**config.mk**
```make
export PLATFORM = sky130hd
export DESIGN_NAME = dendy_mem_arbiter
export DESIGN_NICKNAME = d
export VERILOG_FILES = /design/src/rtl/dendy_pkg.sv /design/src/rtl/dendy_rr_pick.sv /design/src/rtl/dendy_mem_arbiter.sv
export SDC_FILE = /design/constraint.sdc
export NUM_CORES = 1
export LEC_CHECK = 0
export CAP_MARGIN = 20
export CORE_MARGIN = 10
export CORE_UTILIZATION = 45
export DETAILED_ROUTE_END_ITERATION = 8
export PLACE_DENSITY_LB_ADDON = 0.25
export SYNTH_ARGS = -nofsm -noshare
export SYNTH_HDL_FRONTEND = slang
export SYNTH_HIERARCHICAL = 1
export SYNTH_SLANG_ARGS = --single-unit
```
**constraint.sdc**
```tcl
create_clock -name clock -period 4.1 [get_ports clock]
set_input_delay 1.23 -clock clock [delete_from_list [all_inputs] [get_ports clock]]
set_output_delay 1.23 -clock clock [all_outputs]
set_load 0.01 [all_outputs]
```
**src/rtl/dendy_pkg.sv**
```systemverilog
// Shared constants for the Dendy memory subsystem: default bus widths,
// requester channel numbering and an index-width helper.
package dendy_pkg;

    localparam int DW_DEF = 8;
    localparam int AW_DEF = 15;

    localparam int CH_PPU = 0;
    localparam int CH_OAM = 1;
    localparam int CH_CPU = 2;
    localparam int CH_DBG = 3;

    // Bits needed to index n items; never less than one bit.
    function automatic int idx_w(input int n);
        return (n <= 2) ? 1 : $clog2(n);
    endfunction

endpackage

```
**src/rtl/dendy_rr_pick.sv**
```systemverilog
// Round-robin picker: rotates the request mask so the search starts at the
// pointer, takes the lowest set bit, and maps it back to a channel one-hot.
module dendy_rr_pick #(
    parameter int N  = 4,
    parameter int PW = 2
) (
    input  logic [N-1:0]  mask,
    input  logic [PW-1:0] start,
    output logic [N-1:0]  grant,
    output logic          valid
);

    logic [N-1:0]  rot;
    logic [PW-1:0] k;

    always_comb begin
        rot   = '0;
        k     = '0;
        grant = '0;
        valid = 1'b0;
        for (int i = 0; i < N; i++) begin
            k      = PW'((i + int'(start)) % N);
            rot[i] = mask[k];
        end
        for (int i = 0; i < N; i++) begin
            if (!valid && rot[i]) begin
                valid = 1'b1;
                k     = PW'((i + int'(start)) % N);
                grant[k] = 1'b1;
            end
        end
    end

endmodule

```
**src/rtl/dendy_mem_arbiter.sv**
```systemverilog
// N-channel arbiter sharing one single-port synchronous RAM: fixed priority
// for PRIO_CH with a starvation guard, round-robin otherwise, pipelined reads.
module dendy_mem_arbiter
    import dendy_pkg::*;
#(
    parameter int CH      = 4,
    parameter int AW      = AW_DEF,
    parameter int DW      = DW_DEF,
    parameter int PRIO_CH = CH_PPU,
    parameter int STARVE  = 3
) (
    input  logic            clock,
    input  logic            reset,
    input  logic [CH-1:0]   req,
    input  logic [CH-1:0]   we,
    input  logic [CH*AW-1:0] addr,
    input  logic [CH*DW-1:0] wdata,
    output logic [CH-1:0]   ack,
    output logic [DW-1:0]   rdata,
    output logic [CH-1:0]   rvalid,
    output logic [AW-1:0]   mem_a,
    output logic [DW-1:0]   mem_o,
    output logic            mem_w,
    input  logic [DW-1:0]   mem_i
);

    localparam int PW = idx_w(CH);
    localparam logic [CH-1:0] PRIO_BIT =
        (PRIO_CH < CH) ? ({{(CH-1){1'b0}}, 1'b1} << PRIO_CH) : '0;

    logic [PW-1:0] rr_ptr, ptr_nxt;
    logic [3:0]    starve_cnt, starve_nxt;
    logic [CH-1:0] elig, np_req, np_elig;
    logic [CH-1:0] g_all, g_np, win;
    logic          v_all, v_np, use_rr;
    logic [AW-1:0] sel_addr;
    logic [DW-1:0] sel_wdata;
    logic          sel_we;
    logic [CH-1:0] rd_tag_p0, rd_tag_p1;

    // A channel whose ack is showing still presents stale inputs this cycle.
    assign elig    = req & ~ack;
    assign np_req  = req & ~PRIO_BIT;
    assign np_elig = elig & ~PRIO_BIT;

    dendy_rr_pick #(.N(CH), .PW(PW)) u_pick_all (
        .mask(elig), .start(rr_ptr), .grant(g_all), .valid(v_all)
    );

    dendy_rr_pick #(.N(CH), .PW(PW)) u_pick_np (
        .mask(np_elig), .start(rr_ptr), .grant(g_np), .valid(v_np)
    );

    // A requesting PRIO channel keeps the slot even while its own ack blocks it.
    always_comb begin
        win    = '0;
        use_rr = 1'b0;
        if (starve_cnt == 4'(STARVE) && v_np) begin
            win    = g_np;
            use_rr = 1'b1;
        end else if (|(req & PRIO_BIT)) begin
            if (!(|(ack & PRIO_BIT))) win = PRIO_BIT;
        end else if (v_all) begin
            win    = g_all;
            use_rr = 1'b1;
        end
    end

    always_comb begin
        sel_addr  = '0;
        sel_wdata = '0;
        sel_we    = 1'b0;
        ptr_nxt   = rr_ptr;
        for (int i = 0; i < CH; i++) begin
            if (win[i]) begin
                sel_addr  = addr[i*AW +: AW];
                sel_wdata = wdata[i*DW +: DW];
                sel_we    = we[i];
                ptr_nxt   = PW'((i + 1) % CH);
            end
        end
    end

    always_comb begin
        starve_nxt = starve_cnt;
        if (|(win & ~PRIO_BIT) || !(|np_req))
            starve_nxt = '0;
        else if (|(win & PRIO_BIT) && starve_cnt != 4'(STARVE))
            starve_nxt = starve_cnt + 4'd1;
    end

    always_ff @(posedge clock or posedge reset) begin
        if (reset) begin
            ack        <= '0;
            mem_a      <= '0;
            mem_o      <= '0;
            mem_w      <= 1'b0;
            rr_ptr     <= '0;
            starve_cnt <= '0;
            rd_tag_p0  <= '0;
            rd_tag_p1  <= '0;
            rvalid     <= '0;
            rdata      <= '0;
        end else begin
            // p0: grant registered, RAM address/strobe driven
            ack        <= win;
            mem_w      <= (|win) & sel_we;
            if (|win) begin
                mem_a <= sel_addr;
                mem_o <= sel_wdata;
            end
            if (use_rr) rr_ptr <= ptr_nxt;
            starve_cnt <= starve_nxt;
            rd_tag_p0  <= sel_we ? '0 : win;
            // p1: RAM captures mem_a
            rd_tag_p1  <= rd_tag_p0;
            // p2: RAM output registered with its owner tag
            rvalid     <= rd_tag_p1;
            if (|rd_tag_p1) rdata <= mem_i;
        end
    end

endmodule

```
==> implementation parameters <==
Parameter                              Value

Run status
  Status    completed

Power
  P per Cell Area    827 nW/µm²
  Static Leak    2.58 nW
  Largest voltage drop on the vdd net    419 µV
  Total power draw    4.98 mW

Drt
  Met2 Routed Length    6580 µm
  Uppermost signal routing layer after detailed routing    met4
  Wire per inst    18.8 µm
  Total met3 wirelength after detailed routing    1100 µm
  Via Count    4023
  Final routed wirelength across all metal layers    13300 µm
  Violation count after the first detailed-route iteration    336
  DRC Markers    0
  Number of optimization iterations in the first detailed-route pass    5
  Met1 Wirelength    5180 µm
  Number of nets with antenna violations after detailed routing    0
  Ratio of routed vias to standard cells    5.71

Worst setup path
  Kind of critical path    in2reg
  Dominant delay contributor by cell family on the critical path    compound AO/OA/AOI/OAI gates
  R2R Setup Slk    700 ps
  Critical Path Sink Type    flip-flop
  Highest fanout seen on the critical path    13
  Setup crit start kind    input pin
  Bufs and invs on worst path    4
  Critical path cell sequence    clkdlybuf4s50_1, nor2b_1, buf_4, mux4_2, a211oi_2, o2bb2ai_1, or2_2, a221oi_4, buf_6, buf_4, o21ai_0, a41oi_1, a21o_2
  Signal arrival time at the worst endpoint    4260 ps
  Cell seen most often among critical-path stages    sky130_fd_sc_hd__buf_4
  Endpoint required time on the critical path    4340 ps
  Slowest cell delay on critical path    550 ps
  Slowest CP cell    sky130_fd_sc_hd__mux4_2

Layout
  Seq. cell area    1350 µm²
  Final design area excluding fillers    6020 µm²
  Count of filler cells inserted in the layout    603
  Number of nets in the layout    721
  Area taken by multi-input logic gates    2400 µm²
  Post-Layout Cell Count    704
  Leading cell type in the layout, fill and taps excluded    sky130_fd_sc_hd__clkdlybuf4s50_1
  Synthesis-to-finish area growth    56.3%
  Antenna diode count    0
  Layout cells sized above 1    17.9%
  Fraction of the core area covered by cells at the end of the flow    72.9%
  Most used cells in the layout excluding fill and tap cells    sky130_fd_sc_hd__clkdlybuf4s50_1 (149), sky130_fd_sc_hd__dfrtp_1 (54), sky130_fd_sc_hd__nor2_1 (43)

Synth
  Area contributors post-synth    sky130_fd_sc_hd__dfrtp_1 (35%), sky130_fd_sc_hd__a41oi_1 (5.2%), sky130_fd_sc_hd__ha_1 (4.2%), sky130_fd_sc_hd__nor2_1 (4.2%), sky130_fd_sc_hd__mux2_2 (4.1%)
  Register bit count reported by yosys    54
  Syn_area_per_cell    9.37 µm²
  Number of unique standard cell types used by synthesis    61
  FFs w/ async S/R, synth    100%
  Sequential area share after synthesis    35.1%
  Syn. warnings    6
  Gate count of the mapped netlist    411
  Mapped Area    3850 µm²
  Library cell occupying the most area in the post-synthesis netlist    sky130_fd_sc_hd__dfrtp_1
  Number of enable flip-flop cells after synthesis    0
  Prevailing post-synth register cell    sky130_fd_sc_hd__dfrtp_1
  Area fraction of the dominant cell type after synthesis    35.1%

CTS
  H-Tree Depth    2
  CTS tree    yes
  Total of hold buffers inserted after clock tree synthesis    0
  Number of buffers inserted during clock tree synthesis    5
  Clk slew on worst S/H paths    110 ps
  Maximum clock insertion buffer count    2
  TritonCTS Sinks    54
  Worst-skew pair later-pin latency    300 ps
  Root Buffer Master    sky130_fd_sc_hd__clkbuf_8

Die
  Area of the core    8260 µm²
  Initial core utilization    46.7%
  I/O pin total    150
  Horiz. Die Dim    113 µm
  Number of placement rows    33
  Die height    113 µm
  Die area    12700 µm²

Placed design
  HPWL after detailed placement    10200 µm
  Buffers added on ports    149
  Placed cell count    687
  Final weighted congestion in routability-driven placement    0.909
  Standard cell area after detailed placement    5740 µm²
  Pre-CTS worst setup slack    -235 ps

STA
  Least setup slack across all paths after layout    80.0 ps
  Period utilisation layout    98.0%
  Max-slew headroom    42.3%
  Final clock skew    10.9 ps
  Highest achievable clock rate    0.249 GHz
  Max Slew Vio Count    0
  Hold slack final    358 ps
  Number of hold violations in the final report    0
  Sum of negative setup slack    0 ps
  Minimum period implied by the final worst setup slack    4020 ps
  Worst Max-Slew Pin Slew    858 ps
  Number of setup violations in the final report    0

Global routing
  Grt total ovfl    0
  Antenna violations before repair    0
  Global-route wire length before repair    20100 µm
  Tot GR Track Use    18.9%
  Maximum number of pins on one net before global-route repair    55
  Vias in the first global route    4134

Hold path
  Class of the most critical hold timing path    reg2reg

Run
  Max-cap violations    0
==> path summary, 6_finish.rpt <==
check                             start      endpoint  depth (start not counted)
setup / recovery                 req[3]      mem_a[9]                         13
hold / removal             rd_tag_p0[2]  rd_tag_p1[2]                          0
setup reg to reg              rr_ptr[1]      mem_a[6]                         11
hold reg to reg            rd_tag_p0[2]  rd_tag_p1[2]                          0
max in group asynchronous         reset      mem_a[6]                          3
min in group asynchronous         reset      rdata[6]                          2
==> Yosys cell counts (all sizes together), types with 4 or more instances <==
library cell   n
a41oi         23
mux2          16
nand2         33
nand3         28
mux2i         16
a21o          23
o21ai         26
clkbuf         8
nand2b        12
ha            13
nand3b         4
dfrtp         54
nor2b          6
o22ai         13
inv           12
a211oi         4
buf           20
nor2          43
o2bb2ai        8
a221oi         4
==> flip-flops by register name, indices dropped and copies added, names as in the netlist <==
register and flops:
mem_w 1, rr_ptr 2, rvalid 4, mem_o 8, rd_tag_p1 4, starve_cnt 4
ack 4, rdata 8, mem_a 15, rd_tag_p0 4
==> routing by layer <==
layer,GRT usage (%),vias up
li1,-,1890
met1,20.8,1917
met2,33.2,188
met3,6.60,28
met4,6.18,0
met5,0,-
==> area by class of cell <==
class | count | share of cell area (%)
Multi-Input combinational cell | 325 | 39.8
Timing Repair Buffer | 200 | 33.3
Sequential cell | 54 | 22.4
Tap cell | 105 | 2.18
Clock buffer | 5 | 1.14
Inverter | 12 | 0.748
Clock inverter | 3 | 0.415
==> repair_timing <==
action,in CTS,in global routing
resized for setup,0,16
buffers inserted,0,4
endpoints found under the setup margin,0,27
==> report_power, final <==
group          internal, mW  leakage [nW]  switching, mW
Combinational          1.91          1.87           1.84
Sequential            0.787         0.668          0.146
Clock                 0.124        0.0447          0.180
==> logic make-up after synthesis <==
group,after synthesis,share of synthesized area [%]
flops,54,35.1
simple gates,150,20.5
buf+inv,40,5.62
xor+xnor,2,0.455
other cells,1,0.0973
fa+ha+maj,13,4.22
mux,34,10.5
compound gates,117,23.5
No activity file was read; power rests on OpenSTA's default activity.
